### src/rtl/btb_update_ctrl.sv
// Filters EX branch-resolution events down to those that need a BTB write, buffers
// them in a small FIFO, drains one write per cycle and runs a full-table invalidate sweep on flush.
module btb_update_ctrl #(
    parameter int SIZE       = 64,
    parameter int FIFO_DEPTH = 4,
    parameter int CNT_BITS   = 16
) (
    input  logic                clk,
    input  logic                rst,
    input  logic                ex_valid,
    output logic                ex_ready,
    input  logic [31:0]         ex_pc,
    input  logic [31:0]         ex_target,
    input  logic                ex_taken,
    input  logic                ex_pred_hit,
    input  logic [31:0]         ex_pred_target,
    input  logic                flush_req,
    output logic                flush_busy,
    output logic                btb_update_en,
    output logic [31:0]         btb_pc_update,
    output logic [31:0]         btb_target_update,
    output logic [CNT_BITS-1:0] stat_wr_cnt
);
    localparam int IDX_BITS = $clog2(SIZE);
    localparam int PTR_BITS = $clog2(FIFO_DEPTH);

    typedef enum logic {
        NORMAL = 1'b0,
        SWEEP  = 1'b1
    } state_t;

    state_t                state_q;
    logic [IDX_BITS-1:0]   sweep_idx_q;
    logic [PTR_BITS:0]     wr_ptr_q;
    logic [PTR_BITS:0]     rd_ptr_q;
    logic                  en_q;
    logic [31:0]           pc_q;
    logic [31:0]           tgt_q;
    logic [CNT_BITS-1:0]   cnt_q;

    logic [31:0]           pc_mem  [FIFO_DEPTH];
    logic [31:0]           tgt_mem [FIFO_DEPTH];

    logic fifo_empty;
    logic fifo_full;
    logic qualify;
    logic push;
    logic pop;

    // The extra pointer bit distinguishes a full FIFO from an empty one.
    assign fifo_empty = (wr_ptr_q == rd_ptr_q);
    assign fifo_full  = (wr_ptr_q[PTR_BITS] != rd_ptr_q[PTR_BITS]) &&
                        (wr_ptr_q[PTR_BITS-1:0] == rd_ptr_q[PTR_BITS-1:0]);

    assign ex_ready = (state_q == NORMAL) && !flush_req && !fifo_full;
    assign qualify  = ex_taken && (!ex_pred_hit || (ex_pred_target != ex_target));
    assign push     = ex_valid && ex_ready && qualify;
    assign pop      = (state_q == NORMAL) && !flush_req && !fifo_empty;

    always_ff @(posedge clk) begin
        if (push) begin
            pc_mem[wr_ptr_q[PTR_BITS-1:0]]  <= ex_pc;
            tgt_mem[wr_ptr_q[PTR_BITS-1:0]] <= ex_target;
        end
    end

    always_ff @(posedge clk or posedge rst) begin
        if (rst) begin
            state_q     <= NORMAL;
            sweep_idx_q <= '0;
            wr_ptr_q    <= '0;
            rd_ptr_q    <= '0;
            en_q        <= 1'b0;
            pc_q        <= '0;
            tgt_q       <= '0;
            cnt_q       <= '0;
        end else begin
            case (state_q)
                NORMAL: begin
                    if (flush_req) begin
                        // Pending updates are stale once the whole table is invalidated.
                        state_q     <= SWEEP;
                        sweep_idx_q <= '0;
                        wr_ptr_q    <= '0;
                        rd_ptr_q    <= '0;
                        en_q        <= 1'b0;
                    end else begin
                        if (push) begin
                            wr_ptr_q <= wr_ptr_q + (PTR_BITS+1)'(1);
                        end
                        if (pop) begin
                            rd_ptr_q <= rd_ptr_q + (PTR_BITS+1)'(1);
                            en_q     <= 1'b1;
                            pc_q     <= pc_mem[rd_ptr_q[PTR_BITS-1:0]];
                            tgt_q    <= tgt_mem[rd_ptr_q[PTR_BITS-1:0]];
                            cnt_q    <= cnt_q + CNT_BITS'(1);
                        end else begin
                            en_q <= 1'b0;
                        end
                    end
                end
                SWEEP: begin
                    en_q        <= 1'b1;
                    pc_q        <= {{(30-IDX_BITS){1'b0}}, sweep_idx_q, 2'b00};
                    tgt_q       <= '0;
                    sweep_idx_q <= sweep_idx_q + IDX_BITS'(1);
                    if (sweep_idx_q == IDX_BITS'(SIZE-1)) begin
                        state_q <= NORMAL;
                    end
                end
                default: state_q <= NORMAL;
            endcase
        end
    end

    assign flush_busy        = (state_q == SWEEP);
    assign btb_update_en     = en_q;
    assign btb_pc_update     = pc_q;
    assign btb_target_update = tgt_q;
    assign stat_wr_cnt       = cnt_q;
endmodule

### config.mk
export PLATFORM = sky130hd
export DESIGN_NAME = btb_update_ctrl
export DESIGN_NICKNAME = d
export VERILOG_FILES = /design/src/rtl/btb_update_ctrl.sv
export SDC_FILE = /design/constraint.sdc
export NUM_CORES = 1
export LEC_CHECK = 0
export ABC_AREA = 1
export CORE_MARGIN = 2
export CORE_UTILIZATION = 30
export CTS_CLUSTER_SIZE = 30
export DETAILED_ROUTE_END_ITERATION = 6
export PLACE_DENSITY_LB_ADDON = 0.1
export SLEW_MARGIN = 0
export SYNTH_ARGS = -nofsm -noshare
export SYNTH_HDL_FRONTEND = slang
export SYNTH_SLANG_ARGS = --single-unit
### constraint.sdc
create_clock -name clk -period 9.6 [get_ports clk]
set_input_delay 1.44 -clock clk [delete_from_list [all_inputs] [get_ports clk]]
set_output_delay 1.44 -clock clk [all_outputs]
set_load 0.05 [all_outputs]
==> qor.yml, run 1 <==
outcome:
  status: "complete, no violations"
worst_setup_path:
  cp_num_buf_inv: 3
  path_delay_family: "buffers and inverters"
  cp_max_fo: 6
  max_stage_delay_ps: 830
  crit_chain: "clkdlybuf4s50_1, nor2_4, o21ai_0, inv_1, clkdlybuf4s50_1"
  cp-start-kind: "input pin"
  worstSetupPathType: "in -> out"
  crit_top_cell: "clkdlybuf4s50_1"
  end_kind: "output port"
  required_ps: 8160
  cp.arrival_ps: 3220
  crit_slowest_cell: "clkdlybuf4s50_1"
power:
  ir_drop_v: 0.0000973
  powerDensity_nw_per_um2: 226
  p_total_w: 0.00396
  leakagePower_nw: 6.46
clocking:
  root_buffer: "clkbuf_16"
  cts_resized: 0
  cts.sinks: 350
  clock_latency_ps: 550
  clkTransAtPathRegs_ps: 50
  clk_path_buf_depth: 3
  cts_hold_buf: 0
  numCtsBuffers: 41
  cts_tree: "done"
  post-cts-setup-buffers: 0
  cts.htree.levels: 2
synthesis:
  async_flop_share_pct: 26.9
  synth-xor-area-share_pct: 2.07
  synth_seq_cells: 350
  synth_area_leaders: "edfxtp_1 (55%), dfrtp_1 (17%), o21ai_0 (5.4%)"
  synth_top_family_by_area: "compound AO/OA/AOI/OAI gates"
  yosysMostFrequentCell: "edfxtp_1"
  synthesis.area_sq_um: 13900
  netlist_instances: 1082
  ys_seq_area_share_pct: 72.2
  ys_top_cells_by_count: "edfxtp_1 (256), nor2_1 (162), o21ai_0 (149)"
  synth_edf_count: 256
  syn_nets: 1191
  synth_top_area_share_pct: 55.3
  yosys.area_share.simple_pct: 8.42
  synth-compound-area-share_pct: 12.6
  synthMuxAreaShare_pct: 0
  ys_types: 39
  syn_area_per_cell_sq_um: 12.9
  yosys_warnings: 0
  yosysTopAreaCell: "edfxtp_1"
  ys.flop_type: "edfxtp_1"
  synthAdderAreaFrac_pct: 0.630
detailed_routing:
  drt_iter0_markers: 485
  drc: 0
  wl_per_cell_microns: 19.9
  wl_mm: 37.6
  viasPerCell: 4.71
  num_vias: 8930
  postRouteAntennaNets: 0
  first_pass_iters: 5
grt:
  grt_pass1_wl_mm: 57.0
  grt_overflow: 0
  grt_max_degree: 73
  first_global_vias: 9116
  grtUsageTotal_pct: 15.9
  antenna_found_initial: 2
worst_hold_path:
  hold_path_class: "reg -> reg"
finish:
  nNetsFinal: 1374
  drive_gt1_share_pct: 6.80
  syn_to_final_growth_pct: 26.1
  antenna_cells: 0
  finish.utilization_pct: 38.5
  fill_cells: 4402
floorplan:
  die_x_microns: 219
  die_y_microns: 219
  dieArea_sq_um: 48100
  start_util_pct: 30.5
  row_count: 78
  coreArea_sq_um: 45600
  ios: 185
sta:
  drv_slew: 0
  slew_headroom_pct: 29.6
  period_needed_ps: 4660
  finClkSkew_ps: 17.4
  setup_viol: 0
  fin_crit_sh_pct: 48.6
  fin_tns_setup_ps: 0
  max_freq_mhz: 214
  rsz0062_at_grt: "false"
  finalHoldViolCount: 0
  fin_ws_ps: 4940
  tightest_slew_ps: 1050
placed_design:
  io_buffer_count: 184
  gp_congestion: 0.734
  place_ws_ps: 4420
  dp_hpwl_mm: 21.6
job:
  cap_violations: 0
## area by class of cell
type                            count  area, sq um  share of cell area [%]
Clock buffer                       59         1130                    6.46
Timing Repair Buffer              197         1940                    11.1
Tap cell                          600          751                    4.28
Inverter                           64          248                    1.41
Multi-Input combinational cell    611         3330                    19.0
Clock inverter                     14         96.3                   0.549
Sequential cell                   350        10000                    57.3
## kinds of logic (layout without fill, tap and decap cells)
kind of cell | after synthesis | after routing
AOI/OAI and AO/OA | 285 | 285
DFF | 350 | 350
xor gates and xnor gates | 32 | 32
adders and majority gates | 7 | 7
buffers and inverters | 121 | 334
and+or+nand+nor | 287 | 287
## cells in the final DEF, fill, tap and decap left out, types with 3 or more instances in the layout
| master | n |
|---|---|
| buf_4 | 13 |
| clkdlybuf4s50_1 | 184 |
| nor2_1 | 158 |
| xor2_1 | 14 |
| edfxtp_1 | 256 |
| o22ai_1 | 66 |
| nor2_4 | 5 |
| ha_1 | 7 |
| nand4_1 | 4 |
| nor3_1 | 5 |
| clkbuf_16 | 41 |
| xnor2_1 | 17 |
| inv_1 | 60 |
| a22o_1 | 59 |
| clkbuf_8 | 4 |
| a21oi_1 | 5 |
| nand3_1 | 18 |
| clkinv_2 | 7 |
| inv_4 | 3 |
| nand2_1 | 89 |
| clkbuf_1 | 14 |
| dfrtp_1 | 92 |
| o21ai_0 | 149 |
| clkinv_1 | 4 |
## worst reg2reg max path: cells and delay by family, from the launching register on
| family | cells | cell delay, ps |
|---|---|---|
| AOI/OAI and AO/OA | 1 | 110 |
| buffers and inverters | 1 | 650 |
| and+or+nand+nor | 4 | 1640 |
| DFF | 1 | 960 |
| xor gates and xnor gates | 1 | 180 |
## final timing paths
check / slack [ps] / endpoint / from / cells after the start
worst max-delay path: 4940 / ex_ready / flush_req / 5
worst min-delay path: 480 / btb_pc_update[4] / btb_pc_update[4] / 2
worst max register to register: 5670 / tgt_mem[1][23] / rd_ptr_q[0] / 7
worst min register to register: 480 / btb_pc_update[4] / btb_pc_update[4] / 2
max in group asynchronous: 7000 / rd_ptr_q[0] / rst / 3
min in group asynchronous: 1420 / btb_pc_update[13] / rst / 2
## metrics by stage
stage,hold slack [ps],area (sq um),cells
after global placement,471,16300,1822
after floorplan,458,13900,1082
after CTS,495,17500,1895
after global routing,509,17500,1895
after detailed placement,477,16300,1822
final,484,17500,1895
## state kept, by name (all words and copies together), names as in the netlist
name,flops
stat_wr_cnt,16
pc_mem,128
wr_ptr_q,3
btb_target_update,32
tgt_mem,128
sweep_idx_q,6
btb_update_en,1
rd_ptr_q,3
btb_pc_update,32
flush_busy,1
## layer usage
metal	vias up	track usage, %	wire length [microns]
met1	4405	21.4	17400
met5	-	0	24
li1	4275	-	-
met4	4	4.89	792
met3	52	2.84	1640
met2	194	26.3	17800
## power breakdown
part | internal (W) | leakage, nW | switching [W]
combinational | 0.000248 | 2.30 | 0.000494
clock | 0.000846 | 0.603 | 0.000602
sequential | 0.00168 | 3.56 | 0.0000910
total | 0.00277 | 6.46 | 0.00119
(Power assumes the default switching activity.)
==> run 2: changes to the inputs <==
==> constraint.sdc (replaced) <==
create_clock -name clk -period 4.35 [get_ports clk]
set_input_delay 0.6525 -clock clk [delete_from_list [all_inputs] [get_ports clk]]
set_output_delay 0.6525 -clock clk [all_outputs]
set_load 0.05 [all_outputs]
==> run 2 against run 1 <==
Sequential cell count did not move. Clock skew shrank 3.9 ps. Die area unchanged. Critical path depth down 1.
==> qor.yml, run 2 (same netlist as run 1, synthesis figures left out) <==
worst_setup_path:
  ff2ff_setup_slack_ps: 1400  # was 5670 ps
  cp_num_buf_inv: 2  # was 3
  crit_slowest_cell: "clkdlybuf4s50_1"  # unchanged
  cp.arrival_ps: 2510  # was 3220 ps
  r2r_start: "flush_busy"  # was rd_ptr_q[0]
  cp_max_fo: 11  # was 6
  crit_path_end: "ex_ready"  # unchanged
  path_delay_family: "buffers and inverters"  # unchanged
  timing.rr.end: "pc_mem[0][25]"  # was tgt_mem[1][23]
  startpoint: "flush_busy"  # was flush_req
  max_stage_delay_ps: 860  # was 830 ps
  cp-start-kind: "register"  # was input pin
  crit_chain: "nor2_4, o21ai_0, inv_1, clkdlybuf4s50_1"  # was clkdlybuf4s50_1, nor2_4, o21ai_0, inv_1, clkdlybuf4s50_1
  rr_worst_depth: 6  # was 7
  worstSetupPathType: "reg -> out"  # was in -> out
  end_kind: "output port"  # unchanged
  required_ps: 3700  # was 8160 ps
  cp.depth: 4  # was 5
detailed_routing:
  drt_iter0_markers: 492  # was 485
  wl_met1_mm: 17.0  # was 17.4 mm
  num_vias: 8877  # was 8930
  wl_per_cell_microns: 19.4  # was 19.9 microns
  dr_wl_met2_mm: 17.3  # was 17.8 mm
  top_layer: "met5"  # unchanged
  postRouteAntennaNets: 0  # unchanged
  wl_met3_mm: 1.84  # was 1.64 mm
  first_pass_iters: 4  # was 5
  wl_mm: 36.8  # was 37.6 mm
  viasPerCell: 4.67  # was 4.71
  drc: 0  # unchanged
job:
  cap_violations: 0  # unchanged
power:
  internal_power_w: 0.00625  # was 0.00277 W
  swShare_pct: 29.4  # was 30.0%
  leakagePower_nw: 6.51  # was 6.46 nW
  switchingPower_w: 0.00260  # was 0.00119 W
  combinationalPowerShare_pct: 19.8  # was 18.8%
  powerDensity_nw_per_um2: 500  # was 226 nW/um^2
  p_clk_share_pct: 37.3  # was 36.6%
  ir_drop_v: 0.000225  # was 0.0000973 V
  power_frac_seq_pct: 42.9  # was 44.7%
floorplan:
  row_count: 78  # unchanged
  die_x_microns: 219  # unchanged
  coreArea_sq_um: 45600  # unchanged
  dieArea_sq_um: 48100  # unchanged
  ios: 185  # unchanged
  start_util_pct: 30.5  # unchanged
  die_y_microns: 219  # unchanged
clocking:
  cts_hold_buf: 0  # unchanged
  cts_resized: 0  # unchanged
  cts.htree.levels: 2  # unchanged
  numCtsBuffers: 39  # was 41
  clkTransAtPathRegs_ps: 60  # was 50 ps
  clk_path_buf_depth: 3  # unchanged
  cts_tree: "done"  # unchanged
  clock_latency_ps: 550  # about the same
  cts.sinks: 350  # unchanged
  root_buffer: "clkbuf_16"  # unchanged
  post-cts-setup-buffers: 0  # unchanged
sta:
  slew_headroom_pct: 29.8  # was 29.6%
  fin_tns_setup_ps: 0  # unchanged
  drv_slew: 0  # unchanged
  tightest_slew_ps: 1050  # about the same
  period_needed_ps: 3160
  finClkSkew_ps: 13.5  # was 17.4 ps
  rsz0062_at_grt: "false"  # unchanged
  setup_viol: 0  # unchanged
  max_freq_mhz: 317
  fin_crit_sh_pct: 72.6
  finalHoldViolCount: 0  # unchanged
grt:
  antenna_found_initial: 4  # was 2
  grt_pass1_wl_mm: 54.7  # was 57.0 mm
  grtUsageTotal_pct: 15.4  # was 15.9%
  grt_max_degree: 104  # was 73
  grt_overflow: 0  # unchanged
  first_global_vias: 8802  # was 9116
placed_design:
  io_buffer_count: 184  # unchanged
  dp_hpwl_mm: 21.8  # was 21.6 mm
  gp_congestion: 0.733  # was 0.734
  dp_cells: 1826  # was 1822
finish:
  drive_gt1_share_pct: 7.17  # was 6.80%
  layout_commonest_cell: "edfxtp_1"  # unchanged
  syn_to_final_growth_pct: 27.2  # was 26.1%
  layout_common_cells: "edfxtp_1 (256), clkdlybuf4s50_1 (184), nor2_1 (158)"  # unchanged
  fin_cells: 1899  # was 1895
  nNetsFinal: 1376  # was 1374
worst_hold_path:
  hold_path_class: "reg -> reg"  # unchanged
outcome:
  status: "complete, no violations"  # unchanged
-- run 2: layout make-up --
type                    instances  area [sq um]
well taps                     600           751
repair buffers                201          2030
flip-flops and latches        350         10000
multi-input cells             611          3330
clock buffers                  60          1150
inverters                      64           248
diodes                          2          5.00
fillers                      4378         27900
clock inverters                11           131
-- run 2: worst min path at each step --
| stage | startpoint | end | slack (ps) | cells after the start |
|---|---|---|---|---|
| after global placement | btb_pc_update[7] | btb_pc_update[7] | 470 | 2 |
| after detailed placement | btb_pc_update[7] | btb_pc_update[7] | 480 | 2 |
| after CTS | btb_pc_update[7] | btb_pc_update[7] | 490 | 2 |
| after floorplan | sweep_idx_q[5] | sweep_idx_q[5] | 460 | 1 |
| after global routing | btb_pc_update[11] | btb_pc_update[11] | 510 | 1 |
| final | btb_pc_update[7] | btb_pc_update[7] | 480 | 2 |
-- run 2: power groups by stage --
stage / combinational, W / clock, W / sequential, W
floorplan: 0.00103 / 0 / 0.00402
global placement: 0.00180 / 0 / 0.00386
detailed placement: 0.00181 / 0 / 0.00387
CTS: 0.00181 / 0.00340 / 0.00380
global route: 0.00195 / 0.00351 / 0.00381
finish: 0.00175 / 0.00330 / 0.00380
-- run 2: metal layers --
layer	up-vias	track usage (%)
met1	4351	20.8
met3	44	3.05
met5	-	0
met4	4	4.77
met2	202	24.8
li1	4276	-
-- run 2: worst register-to-register path, stage by stage (launching register included) --
cell and delay (ps):
dfrtp_1 590, nor2_4 270, o21ai_0 160, nor2_1 370, nand2_1 340, nor2_4 600, buf_12 280
-- run 2: metrics by stage --
| step | cell area (sq um) | util, % | hold slack, ps | power, W | setup slack (ps) |
|---|---|---|---|---|---|
| finish | 17700 | 38.8 | 481 | 0.00885 | 1190 |
| detailed placement | 16400 | 36.0 | 476 | 0.00567 | 753 |
| global route | 17700 | 38.8 | 514 | 0.00928 | 1100 |
| floorplan | 13900 | - | 458 | 0.00505 | -362 |
| global placement | 16400 | 36.0 | 471 | 0.00566 | 806 |
| CTS | 17700 | 38.8 | 492 | 0.00901 | 1180 |
==> run 3: changes to the inputs <==
==> constraint.sdc (replaced) <==
create_clock -name clk -period 2.6 [get_ports clk]
set_input_delay 0.39 -clock clk [delete_from_list [all_inputs] [get_ports clk]]
set_output_delay 0.39 -clock clk [all_outputs]
set_load 0.05 [all_outputs]
==> run 3 against run 2 <==
Core utilization grew 1.3 points. Clock-buffer cell count increased by 3. Worst setup slack worse by 960 ps. Global-route usage up 0.31 points. Via count increased by 1.2%. Largest cell class unchanged.
==> qor.yml, run 3 (same netlist as run 1, synthesis figures left out) <==
grt:
  antenna_found_initial: 2  # was 4
  first_global_vias: 8990  # was 8802
  grt_max_degree: 73  # was 104
  grt_pass1_wl_mm: 56.3  # was 54.7 mm
  grt_overflow: 0  # unchanged
  grtUsageTotal_pct: 15.7  # was 15.4%
clocking:
  cts_tree: "done"  # unchanged
  root_buffer: "clkbuf_16"  # unchanged
  cts.sinks: 350  # unchanged
  clock_latency_ps: 560  # was 550 ps
  clk_path_buf_depth: 3  # unchanged
  post-cts-setup-buffers: 0  # unchanged
  cts_hold_buf: 0  # unchanged
  clkTransAtPathRegs_ps: 60  # about the same
  numCtsBuffers: 39  # unchanged
  cts_resized: 0  # unchanged
  cts.htree.levels: 2  # unchanged
detailed_routing:
  wl_met3_mm: 1.64  # was 1.84 mm
  num_vias: 8986  # was 8877
  dr_wl_met2_mm: 17.3  # about the same
  first_pass_iters: 6  # was 4
  wl_mm: 37.1  # was 36.8 mm
  top_layer: "met5"  # unchanged
  wl_per_cell_microns: 19.1  # was 19.4 microns
  postRouteAntennaNets: 0  # unchanged
  drt_iter0_markers: 603  # was 492
  wl_met1_mm: 17.3  # was 17.0 mm
  drc: 0  # unchanged
  viasPerCell: 4.62  # was 4.67
sta:
  finalHoldViolCount: 0  # unchanged
  fin_tns_setup_ps: 0  # unchanged
  max_freq_mhz: 422
  setup_viol: 0  # unchanged
  finClkSkew_ps: 21.7  # was 13.5 ps
  drv_slew: 0  # unchanged
  whs_ps: 265  # was 481 ps
  tightest_slew_ps: 810  # was 1050 ps
  slew_headroom_pct: 46.0  # was 29.8%
  fin_ws_ps: 230  # was 1190 ps
  period_needed_ps: 2370
  rsz0062_at_grt: "false"  # unchanged
  fin_crit_sh_pct: 91.1
finish:
  antenna_cells: 0  # was 2
  layout_common_cells: "edfxtp_1 (256), clkdlybuf4s50_1 (183), nor2_1 (157)"  # was edfxtp_1 (256), clkdlybuf4s50_1 (184), nor2_1 (158)
  nNetsFinal: 1423  # was 1376
  drive_gt1_share_pct: 10.3  # was 7.17%
  layout_commonest_cell: "edfxtp_1"  # unchanged
  syn_to_final_growth_pct: 31.5  # was 27.2%
  fill_cells: 4308  # was 4378
  final_area_sq_um: 18300  # was 17700 sq um
floorplan:
  start_util_pct: 30.5  # unchanged
  row_count: 78  # unchanged
  die_x_microns: 219  # unchanged
  coreArea_sq_um: 45600  # unchanged
  ios: 185  # unchanged
  dieArea_sq_um: 48100  # unchanged
  die_y_microns: 219  # unchanged
outcome:
  status: "complete, no violations"  # unchanged
worst_setup_path:
  cp_max_fo: 11  # unchanged
  cp.arrival_ps: 1980  # was 2510 ps
  crit_slowest_cell: "clkdlybuf4s50_1"  # unchanged
  cp-start-kind: "register"  # unchanged
  cp_num_buf_inv: 1  # was 2
  required_ps: 2210  # was 3700 ps
  crit_chain: "clkdlybuf4s50_1"  # was nor2_4, o21ai_0, inv_1, clkdlybuf4s50_1
  path_delay_family: "buffers and inverters"  # unchanged
  max_stage_delay_ps: 870  # was 860 ps
  end_kind: "output port"  # unchanged
  worstSetupPathType: "reg -> out"  # unchanged
placed_design:
  place_area_sq_um: 17100  # was 16400 sq um
  dp_hpwl_mm: 23.8  # was 21.8 mm
  place_ws_ps: -446  # was 753 ps
  gp_congestion: 0.728  # was 0.733
  io_buffer_count: 184  # unchanged
worst_hold_path:
  hold_path_class: "in -> async"  # was reg -> reg
power:
  ir_drop_v: 0.000590  # was 0.000225 V
  powerDensity_nw_per_um2: 813  # was 500 nW/um^2
  leakagePower_nw: 6.78  # was 6.51 nW
  p_total_w: 0.0149  # was 0.00885 W
job:
  cap_violations: 0  # unchanged
[run 3: changes by cell type in the layout (fill, tap and decap cells not counted), moves of 2 or more]
cell and delta:
clkbuf_1 +5, clkinv_2 -4, buf_4 +26, diode_2 -2, buf_12 +22, clkinv_1 +2
[run 3: cell type report]
cell class / count / area [sq um] / area share (%)
Sequential cell: 350 / 10000 / 54.9
Multi-Input combinational cell: 611 / 3350 / 18.3
Timing Repair Buffer: 248 / 2660 / 14.5
Clock buffer: 63 / 1130 / 6.16
Tap cell: 600 / 751 / 4.10
Inverter: 64 / 249 / 1.36
Clock inverter: 8 / 111 / 0.609
[run 3: path summary, 6_finish.rpt]
| check | startpoint | end | slack [ps] | cells after the start |
|---|---|---|---|---|
| max | flush_busy | flush_busy | 230 | 1 |
| min in group clk | ex_pc[14] | pc_mem[1][14] | 490 | 1 |
| max in group asynchronous | rst | rd_ptr_q[0] | 1990 | 3 |
| min | rst | btb_pc_update[11] | 270 | 3 |
| max reg2reg | rd_ptr_q[0] | btb_pc_update[2] | 580 | 6 |
| min reg2reg | btb_pc_update[7] | btb_pc_update[7] | 490 | 2 |
[run 3: layer usage]
layer | up-vias | global-route usage, %
li1 | 4362 | -
met1 | 4375 | 21.7
met2 | 195 | 24.8
met3 | 50 | 2.98
met4 | 4 | 4.95
met5 | - | 0
[run 3: stage by stage]
step	util, %	std cells
6_report	40.1	1944
5_1_grt	40.1	1944
4_1_cts	40.1	1944
3_5_place_dp	37.4	1873
3_3_place_gp	37.4	1873
2_1_floorplan	-	1082
[run 3: power by group]
part / internal [W] / switching, W / total, W
registers: 0.00619 / 0.000167 / 0.00636
clock network: 0.00317 / 0.00221 / 0.00538
logic: 0.00107 / 0.00207 / 0.00314
total: 0.0104 / 0.00444 / 0.0149
